$ cat src/rtl/aes_shiftrows_stream.sv
// aes_shiftrows_stream
// Byte-serial forward ShiftRows for the AES encrypt path. A 16-byte state
// arrives one byte per beat in column-major order (byte i = row i%4,
// column i/4) and leaves ShiftRows-permuted, also column-major:
//     out[r][c] = in[r][(c+r) mod 4]
// Two 16-entry ping-pong banks sustain one byte per cycle. One bank fills
// while the other drains.
//
// Optional build macro AES_SR_INVERSE_EN adds the inv_mode input. The
// stage samples inv_mode with byte 0 of each block and stores it with that
// bank. A bank whose stored bit is set is drained with the inverse map
// in[r][(c-r) mod 4]. Without the macro only the forward map exists.
//
// All outputs are decoded from state registers only. No combinational
// path runs from in_* to out_*, or from out_ready to in_ready.
module aes_shiftrows_stream #(
    parameter int DATA_W = 8
) (
    input  logic              clk,
    input  logic              rst_n,
    input  logic              clr,
    input  logic [DATA_W-1:0] in_data,
    input  logic              in_valid,
    output logic              in_ready,
`ifdef AES_SR_INVERSE_EN
    input  logic              inv_mode,
`endif
    output logic [DATA_W-1:0] out_data,
    output logic              out_valid,
    input  logic              out_ready,
    output logic              out_last
);

    // Storage address {bank, byte index}: entries 0..15 are bank 0, 16..31 bank 1.
    logic [DATA_W-1:0] mem_r [32];
    logic [1:0]        full_r;
    logic              wr_bank_r;
    logic [3:0]        wr_idx_r;
    logic              rd_bank_r;
    logic [3:0]        rd_idx_r;
`ifdef AES_SR_INVERSE_EN
    logic [1:0]        inv_r;
`endif

    logic              in_xfer_s;
    logic              out_xfer_s;
    logic              rd_inv_s;
    logic [3:0]        rd_addr_s;

    // Maps output position k (row k%4, column k/4) to the stored byte index
    // that lands there. The 2-bit column arithmetic wraps mod 4 for free.
    function automatic logic [3:0] sr_addr(input logic [3:0] k, input logic inv);
        logic [1:0] r;
        logic [1:0] c;
        logic [1:0] col;
        r = k[1:0];
        c = k[3:2];
        if (inv) begin
            col = c - r;
        end else begin
            col = c + r;
        end
        return {col, r};
    endfunction

    // Handshake decode and read-side output mux, all sourced from registers.
    always_comb begin
        in_ready   = 1'b0;
        out_valid  = 1'b0;
        out_last   = 1'b0;
        rd_inv_s   = 1'b0;
        in_ready   = ~full_r[wr_bank_r];
        out_valid  = full_r[rd_bank_r];
`ifdef AES_SR_INVERSE_EN
        rd_inv_s   = inv_r[rd_bank_r];
`else
        rd_inv_s   = 1'b0;
`endif
        rd_addr_s  = sr_addr(rd_idx_r, rd_inv_s);
        out_data   = mem_r[{rd_bank_r, rd_addr_s}];
        if (out_valid && (rd_idx_r == 4'd15)) begin
            out_last = 1'b1;
        end else begin
            out_last = 1'b0;
        end
        in_xfer_s  = in_valid & in_ready;
        out_xfer_s = out_valid & out_ready;
    end

    // Bank write port. clr drops any transfer presented in the same cycle.
    always_ff @(posedge clk or negedge rst_n) begin
        if (!rst_n) begin
            for (int i = 0; i < 32; i++) begin
                mem_r[i] <= '0;
            end
        end else if (!clr && in_xfer_s) begin
            mem_r[{wr_bank_r, wr_idx_r}] <= in_data;
        end
    end

    // Ping-pong control: write/read pointers, byte indices and full flags.
    // A bank is written only while its flag is clear and read only while it
    // is set, so one edge never sets and clears the same flag.
    always_ff @(posedge clk or negedge rst_n) begin
        if (!rst_n) begin
            full_r    <= 2'b00;
            wr_bank_r <= 1'b0;
            wr_idx_r  <= 4'd0;
            rd_bank_r <= 1'b0;
            rd_idx_r  <= 4'd0;
`ifdef AES_SR_INVERSE_EN
            inv_r     <= 2'b00;
`endif
        end else if (clr) begin
            full_r    <= 2'b00;
            wr_bank_r <= 1'b0;
            wr_idx_r  <= 4'd0;
            rd_bank_r <= 1'b0;
            rd_idx_r  <= 4'd0;
`ifdef AES_SR_INVERSE_EN
            inv_r     <= 2'b00;
`endif
        end else begin
            if (in_xfer_s) begin
                wr_idx_r <= wr_idx_r + 4'd1;
`ifdef AES_SR_INVERSE_EN
                if (wr_idx_r == 4'd0) begin
                    inv_r[wr_bank_r] <= inv_mode;
                end
`endif
                if (wr_idx_r == 4'd15) begin
                    full_r[wr_bank_r] <= 1'b1;
                    wr_bank_r         <= ~wr_bank_r;
                end
            end
            if (out_xfer_s) begin
                rd_idx_r <= rd_idx_r + 4'd1;
                if (rd_idx_r == 4'd15) begin
                    full_r[rd_bank_r] <= 1'b0;
                    rd_bank_r         <= ~rd_bank_r;
                end
            end
        end
    end

endmodule

$ cat config.mk
export PLATFORM = sky130hd
export DESIGN_NAME = aes_shiftrows_stream
export DESIGN_NICKNAME = d
export VERILOG_FILES = /design/src/rtl/aes_shiftrows_stream.sv
export SDC_FILE = /design/constraint.sdc
export NUM_CORES = 1
export LEC_CHECK = 0
export ABC_AREA = 0
export CORE_MARGIN = 3
export CORE_UTILIZATION = 62
export DETAILED_ROUTE_END_ITERATION = 10
export DONT_BUFFER_PORTS = 1
export PLACE_DENSITY = 0.78
export SKIP_CTS_REPAIR_TIMING = 1
export SYNTH_ARGS = -nofsm -noshare
export SYNTH_HDL_FRONTEND = slang
export SYNTH_SLANG_ARGS = --single-unit
$ cat constraint.sdc
create_clock -name clk -period 3.7 [get_ports clk]
set_input_delay 0.555 -clock clk [delete_from_list [all_inputs] [get_ports clk]]
set_output_delay 0.555 -clock clk [all_outputs]
set_load 0.05 [all_outputs]
; Word level (Yosys, flattened, before mapping)
; Index checks and enable logic that the tools add are counted.
[totals]
wordCells = 102
in_bits = 13
out_inout_bits = 11
register_bits = 268
[classes]
mux = 31
add_sub_neg = 3
magnitude_cmp = 7
eq_ne = 2
bitwise_logic = 10
n_reduce_logical = 12
[op_table]
columns = cell, count
row1 = $bwmux W256, 1
row2 = $bmux W8 S5, 1
row3 = $demux W8 S5, 1
row4 = $mux W8, 3
row5 = $mux W4, 4
row6 = $mux W1, 13
row7 = $ge A6 B6 Y1 const B, 2
row8 = $mux W2, 6
row9 = $not A5 Y6, 2
row10 = $add A4 B1 Y4 const B, 2
row11 = $eq A4 B4 Y1 const B, 2
row12 = $reduce_bool A2 Y1, 4
row13 = $lt A6 B1 Y1 const B, 1
row14 = $logic_and A1 B1 Y1, 5
row15 = $lt A1 B2 Y1 const B, 2
row16 = $reduce_and A2 Y1, 2
row17 = $not A1 Y1, 3
row18 = $add A2 B2 Y2, 1
row19 = $and A1 B1 Y1, 2
row20 = $and A2 B2 Y2, 1
row21 = $demux W1 S1, 2
row22 = $ge A1 B1 Y1 const B, 2
row23 = $not A2 Y2, 1
row24 = $or A2 B2 Y2, 1
row25 = $logic_not A1 Y1, 1

; Logic depth before layout (Yosys ltp)
; Gate-level depths: netlist (run 1).
[logic_depth]
ltp_word = 12
depth_mapped = 8

; Worst setup path after synthesis (run 1)
; Ideal clock, no wire load.
[synth_path]
path_type = register to output
start = register rd_idx_r[2]
end = output out_data[2]
path_stages_with_launch = 7
required_time_ns = 3.145
slack_ns = 0.547
arrival_time_ns = 2.598
path_cell_list = dfrtp_1 > ha_1 > clkbuf_1 > clkbuf_1 > o311ai_0 > a211oi_1 > a2bb2oi_1
[synth_between]
elab_chain_len = 5
[synth_lines]
columns = element, line
row1 = "start, declared", 40  ; logic [3:0] rd_idx_r;
row2 = "start signal, assigned", 137  ; rd_idx_r <= rd_idx_r + 4'd1;
row3 = $add A2 B2 Y2, 61  ; col = c + r;
row4 = $not A5 Y6 (implied by the code), 80  ; out_data = mem_r[{rd_bank_r, rd_addr_s}];
row5 = $bmux W8 S5, 80
row6 = $mux W8 (implied by the code) (2 in a row), 80
row7 = "end, declared", 28  ; output logic [DATA_W-1:0] out_data,
; No other way between the ends. The select of a mux whose other input is x is not followed.

; Final worst setup path (run 1)
[layout_path]
start = register rd_idx_r[1]
end = output out_data[3]
[layout_between]
elab_chain_len = 5
[layout_lines]
columns = element, line
row1 = $add A2 B2 Y2, 61
row2 = $not A5 Y6 (implied by the code) *, 80
row3 = $bmux W8 S5 *, 80
row4 = $mux W8 (implied by the code) * (2 in a row), 80
; Every way passes the cells marked *; elsewhere a longest branch is shown, timed or not. The select of a mux whose other input is x is not followed.

==> results of run 1 <==
-- cells in the final DEF, fill, tap and decap left out, types with 8 or more instances in the layout --
cell type	count
mux2_2	286
dfrtp_1	266
a211oi_1	35
nor2_2	31
clkbuf_16	27
buf_4	27
mux4_2	26
nor2_1	19
nor2b_1	19
mux2_4	16
o22ai_1	14
nand2_1	13
nand3_1	10
mux2i_1	10
o311ai_0	8
-- power by group --
part	internal (uW)	switching, uW
clock network	1710	1110
registers	3050	65.2
logic	219	234
total	4980	1410
-- worst reg2reg max path, stage by stage, from the launching register on --
cell and delay, ns:
dfrtp_1 0.56, mux2i_4 0.34, nand4b_1 0.63, nor2_2 0.73
mux2_2 0.41
-- metrics by stage --
step	worst slack, ns	area, sq um
final	0.143	14100
after global routing	0.00188	14100
after CTS	0.0646	14100
after detailed placement	0.626	13200
after global placement	0.680	13200
after floorplan	0.547	12900
-- routing by layer --
metal | share of wire (%) | global-route usage [%] | vias to the layer above
li1 | - | - | 3384
met1 | 42 | 37.5 | 4144
met2 | 50 | 45.3 | 267
met3 | 6.1 | 5.48 | 47
met4 | 2.1 | 5.90 | 0
met5 | 0 | 0 | -
-- flip-flops by register name (all words and copies together) (netlist names) --
name	cells
mem_r	256
rd_bank_r	1
wr_bank_r	1
full_r	2
rd_idx_r	4
wr_idx_r	4
-- logic make-up after synthesis --
group | count (synthesis) | share of synthesized area (%)
flops | 268 | 52.2
fa+ha+maj | 6 | 0.584
xor+xnor | 12 | 0.964
mux | 340 | 32.5
simple gates | 121 | 5.46
compound gates | 97 | 5.80
buf+inv | 71 | 2.51
-- cell usage after synthesis (2+ instances only) --
cell type    n
a31oi_1      2
xnor2_1      4
mux2_4      16
a22oi_1      2
or2_2        2
o311ai_0     8
a21oi_1      4
nand2_1     13
buf_6        3
nor2_1      20
a221oi_1     7
o22ai_1     14
mux2i_1     11
inv_1        3
ha_1         6
a2bb2oi_1    5
nor2_2      30
clkbuf_1    41
a211oi_1    36
and3_1       5
mux2_2     286
clkinv_1     2
o21ai_0      2
o41ai_1      6
xor2_1       7
buf_2       18
nand4b_1     3
or4_4        2
dfrtp_1    268
o221ai_1     2
nand3_1     10
or4_1        7
nand2b_1     4
nor2b_1     19
buf_4        3
mux4_2      26
-- path summary, 6_finish.rpt --
kind | end | slack (ns)
max | out_data[3] | 0.14
min | mem_r[30] | -0.28
max reg2reg | mem_r[171] | 0.90
min reg2reg | mem_r[216] | 0.50
max in group asynchronous | rd_idx_r[1] | 3.22
min in group clk | rd_idx_r[1] | 0.09
-- layout make-up --
type	instances	area, sq um
repair buffers	30	263
clock inverters	12	163
clock buffers	36	759
well taps	270	338
flip-flops and latches	268	6710
inverters	5	18.8
fillers	1373	6200
multi-input cells	576	5840
==> run_results.csv, run 1 <==
group,metric,value,unit
placement,portBuffers,0,
setup_path,critPathLaunch,"rd_idx_r[1]",
layout,drive_gt1_share,48.3,%
global_routing,grt_max_degree,269,
timing,max_freq,281,MHz
cts,cts_sinks,268,
placement,dp_cells,1149,
logic_synthesis,postSynthCellCount,915,
setup_path,cp-start-kind,"flop",
die,fp.coreArea,20300,sq um
layout,num_antenna_cells,0,
setup_path,cp_top_family,"flip-flops",
die,initial_core_util,63.3,%
timing,hold_viol,268,
pwr,peakVddDrop,0.432,mV
cts,clk_pin_slew_worst_paths,0.06,ns
placement,dp_hpwl,19200,microns
layout,synthToLayoutAreaGrowth,9.67,%
timing,period_share,96.1,%
timing,maxSlewViolCount,0,
setup_path,max_stage_delay,0.73,ns
drt,ant_nets,0,
logic_synthesis,synth-seq-cells,268,
cts,insertion_delay,0.54,ns
setup_path,critical_path_peak_fanout,38,
setup_path,cp-end-kind,"output pin",
setup_path,path_cells,"buf_4, mux2_2, o22ai_1, or4_1, a2bb2oi_1, buf_4",
layout,fin_util,69.4,%
run_status,violations,"hold timing",
min_path,min_path_type,"in -> async",
die,die_w,150,microns
pwr,total_power,6400,uW
logic_synthesis,synth_area_leaders,"dfrtp_1 52%, mux2_2 25%, mux4_2 4.6%",
setup_path,worst_ep_required_time,3.14,ns
run_status,outcome,"finished, violations left",
logic_synthesis,synth_edf_count,0,
setup_path,path_buf_inv,2,
placement,globalplace.congestion,0.869,
setup_path,slowest_stage,"dfrtp_4",
drt,num_vias,7842,
timing,period_needed,3.56,ns
logic_synthesis,synth_area_leader_cell,"dfrtp_1",
drt,wl_per_cell,25.0,microns
setup_path,worstPathArrival,3.00,ns
die,io_pins,24,
drt,drt_wl_total,29900,microns
cts,root_buffer,"clkbuf_16",
global_routing,grt_pass1_vias,8180,
drt,firstDrtPassIters,5,
logic_synthesis,avgSynthCellArea,14.0,sq um
timing,setup_viol,0,
logic_synthesis,synth.distinct_cells,54,
die,dieArea,22500,sq um
logic_synthesis,async_reset_ff_share,100,%
layout,layoutNonFillerInstCount,1197,
timing,relSlewSlack,47.2,%
logic_synthesis,synth_top_area_share,52.2,%
setup_path,cp.depth,6,
setup_path,worstRegToRegCells,4,
pwr,p_per_area,454,nW/um^2
cts,numCtsBuffers,27,
global_routing,grt-ovfl-total,0,
drt,via_per_inst,6.55,
logic_synthesis,syn_nets,934,
logic_synthesis,ys_seq_area_share,52.2,%
global_routing,grt_usage,27.2,%
logic_synthesis,ys.flop_type,"dfrtp_1",
die,die_h,150,microns
flow_run,drv_cap,0,
timing,rsz0062_at_grt,"no",
logic_synthesis,synthesis.area,12900,sq um
global_routing,antenna_found_initial,0,
cts,cts_max_path_buffers,3,
drt,dr.first_iter.drc_count,696,
global_routing,grt_pass1_wl,47300,microns
setup_path,worstReg2RegStart,"wr_bank_r",
setup_path,critical_path_class,"reg -> out",
cts,cts_tree,"built",
timing,holdWs,-0.282,ns
die,num_rows,52,
timing,clock_skew,0.0182,ns
logic_synthesis,yosys_warnings,0,
setup_path,critical_path.most_common_cell,"buf_4",
timing,worst_pin_slew,0.792,ns
drt,drc_errors,0,
cts,cts_max_level,1,
timing,tns,0,ns
pwr,p_leak,0.00655,uW
layout,nets,927,
Note: power is estimated with default switching activity, not from simulation.
==> run 2: changes to the inputs <==
CELL_PAD_IN_SITES_DETAIL_PLACEMENT = 1   (was default)
CELL_PAD_IN_SITES_GLOBAL_PLACEMENT = 2   (was default)
CORE_UTILIZATION = 50   (was 62)
PLACE_DENSITY = 0.85   (was 0.78)
SLEW_MARGIN = 20   (was default)
==> run 2 against run 1 <==
The flow still finishes with violations (hold timing). Sequential power about the same. Clock power about the same. Hold slack lost 0.012 ns. Wire length rose by 18%. Critical path depth did not move. Non-clock buffer count decreased by 1. Largest cell class unchanged. Highest routed layer unchanged.
==> run_results.csv, run 2 (same netlist as run 1, synthesis figures left out) <==
group,metric,value,unit
cts,numCtsBuffers,29,
run_status,violations,"hold timing",
pwr,total_power,6410,uW
global_routing,grt_usage,24.9,%
timing,holdWs,-0.294,ns
cts,clk_pin_slew_worst_paths,0.06,ns
placement,placed_cell_area,13200,sq um
die,die_h,166,microns
cts,cts_sinks,268,
timing,tns,0,ns
global_routing,grt_util_met2,41.3,%
timing,setup_viol,0,
die,dieArea,27700,sq um
layout,largest-register,"mem_r",
timing,relSlewSlack,33.3,%
global_routing,grt_max_degree,269,
drt,ant_nets,0,
setup_path,critical_path_peak_fanout,12,
pwr,p_per_area,448,nW/um^2
pwr,peakVddDrop,0.407,mV
die,initial_core_util,50.9,%
timing,clock_skew,0.0219,ns
die,fp.coreArea,25300,sq um
die,die_w,166,microns
layout,fin_util,56.6,%
drt,via_per_inst,6.32,
layout,synthToLayoutAreaGrowth,11.2,%
setup_path,cp-start-kind,"flop",
drt,drc_errors,0,
layout,multi_input_area,5910,sq um
setup_path,worst_ep_required_time,3.14,ns
layout,final_cell_mix,"286 x mux2_2, 266 x dfrtp_1, 36 x a211oi_1, 30 x nor2_2, 30 x clkbuf_16",
setup_path,cp-end-kind,"output pin",
timing,period_share,98.4,%
pwr,intPower,4920,uW
layout,drive_gt1_share,49.1,%
layout,fill_cells,2415,
min_path,min_path_type,"in -> async",
cts,cts_max_level,1,
pwr,pwr-share-clk,43.8,%
pwr,pwr-share-comb,7.5,%
layout,finish.instance_area,14300,sq um
drt,drt_wl_total,35300,microns
layout,num_antenna_cells,0,
layout,nets,928,
global_routing,antenna_found_initial,0,
global_routing,met3_usage,3.74,%
timing,hold_viol,268,
layout,seq_area,6710,sq um
cts,cts_max_path_buffers,3,
die,num_rows,58,
setup_path,critical_path_class,"reg -> out",
placement,dp_hpwl,21700,microns
layout,layout_commonest_cell,"mux2_2",
cts,cts_tree,"built",
cts,insertion_delay,0.56,ns
pwr,p_leak,0.00659,uW
pwr,share_seq_of_total_power,48.7,%
pwr,switching_share,23.2,%
global_routing,grt-ovfl-total,0,
global_routing,top_usage_layer,"met2",
layout,largest_reg_flops,256,
timing,worst_pin_slew,1.00,ns
drt,num_vias,7953,
timing,maxSlewViolCount,0,
drt,wl_per_cell,28.0,microns
drt,dr.first_iter.drc_count,728,
placement,portBuffers,0,
global_routing,grt_pass1_wl,54000,microns
placement,globalplace.congestion,0.838,
pwr,switchingPower,1490,uW
drt,firstDrtPassIters,5,
timing,period_needed,3.64,ns
global_routing,grt_pass1_vias,8827,
cts,root_buffer,"clkbuf_16",
die,io_pins,24,
run_status,outcome,"finished, violations left",
setup_path,worstPathArrival,3.08,ns
global_routing,met1_usage,34.4,%
flow_run,drv_cap,0,
layout,reg.largest.list,"mem_r: 256 flops, rd_idx_r: 4 flops, wr_idx_r: 4 flops",
timing,max_freq,275,MHz
## run 2: through the flow
stage	cells	worst slack (ns)
3_5_place_dp	1200	0.322
5_1_grt	1258	-0.00721
3_3_place_gp	1200	0.370
6_report	1258	0.0604
4_1_cts	1250	-0.281
2_1_floorplan	915	0.547
## run 2: layout make-up
class	instances	share of cell area [%]
clock inverters	6	0.263
repair buffers	29	2.15
multi-input cells	576	41.3
well taps	330	2.89
flip-flops and latches	268	47.0
clock buffers	44	6.24
inverters	5	0.158
## run 2: layer usage
layer	share of wire (%)	wire length [microns]	vias up
met3	4.1	1450	57
met4	2.8	984	0
met2	50	17500	171
li1	-	-	3402
met1	44	15400	4323
met5	0	0	-
## run 2: final timing paths
path                        startpoint          end  slack (ns)  cells past startpoint
setup / recovery           rd_idx_r[0]  out_data[1]        0.06                      6
hold / removal                   rst_n    mem_r[27]       -0.29                      0
min in group clk                   clr  wr_idx_r[1]        0.07                      1
max in group asynchronous        rst_n   mem_r[139]        3.27                      0
hold reg to reg             mem_r[158]   mem_r[158]        0.50                      1
setup reg to reg             wr_bank_r   mem_r[101]        0.89                      5
## run 2: power by group through the flow
stage / logic [uW] / clock network, uW / registers, uW
2_1_floorplan: 355 / 0 / 3150
3_3_place_gp: 460 / 0 / 3160
3_5_place_dp: 470 / 0 / 3170
4_1_cts: 474 / 2860 / 3120
5_1_grt: 502 / 3000 / 3130
6_report: 478 / 2810 / 3120
## run 2: critical path: stages, from the launching register on
cell	delay, ns
dfrtp_4	0.54
ha_4	0.40
buf_6	0.21
mux4_2	0.34
a221oi_1	0.54
a2bb2oi_1	0.25
buf_4	0.24
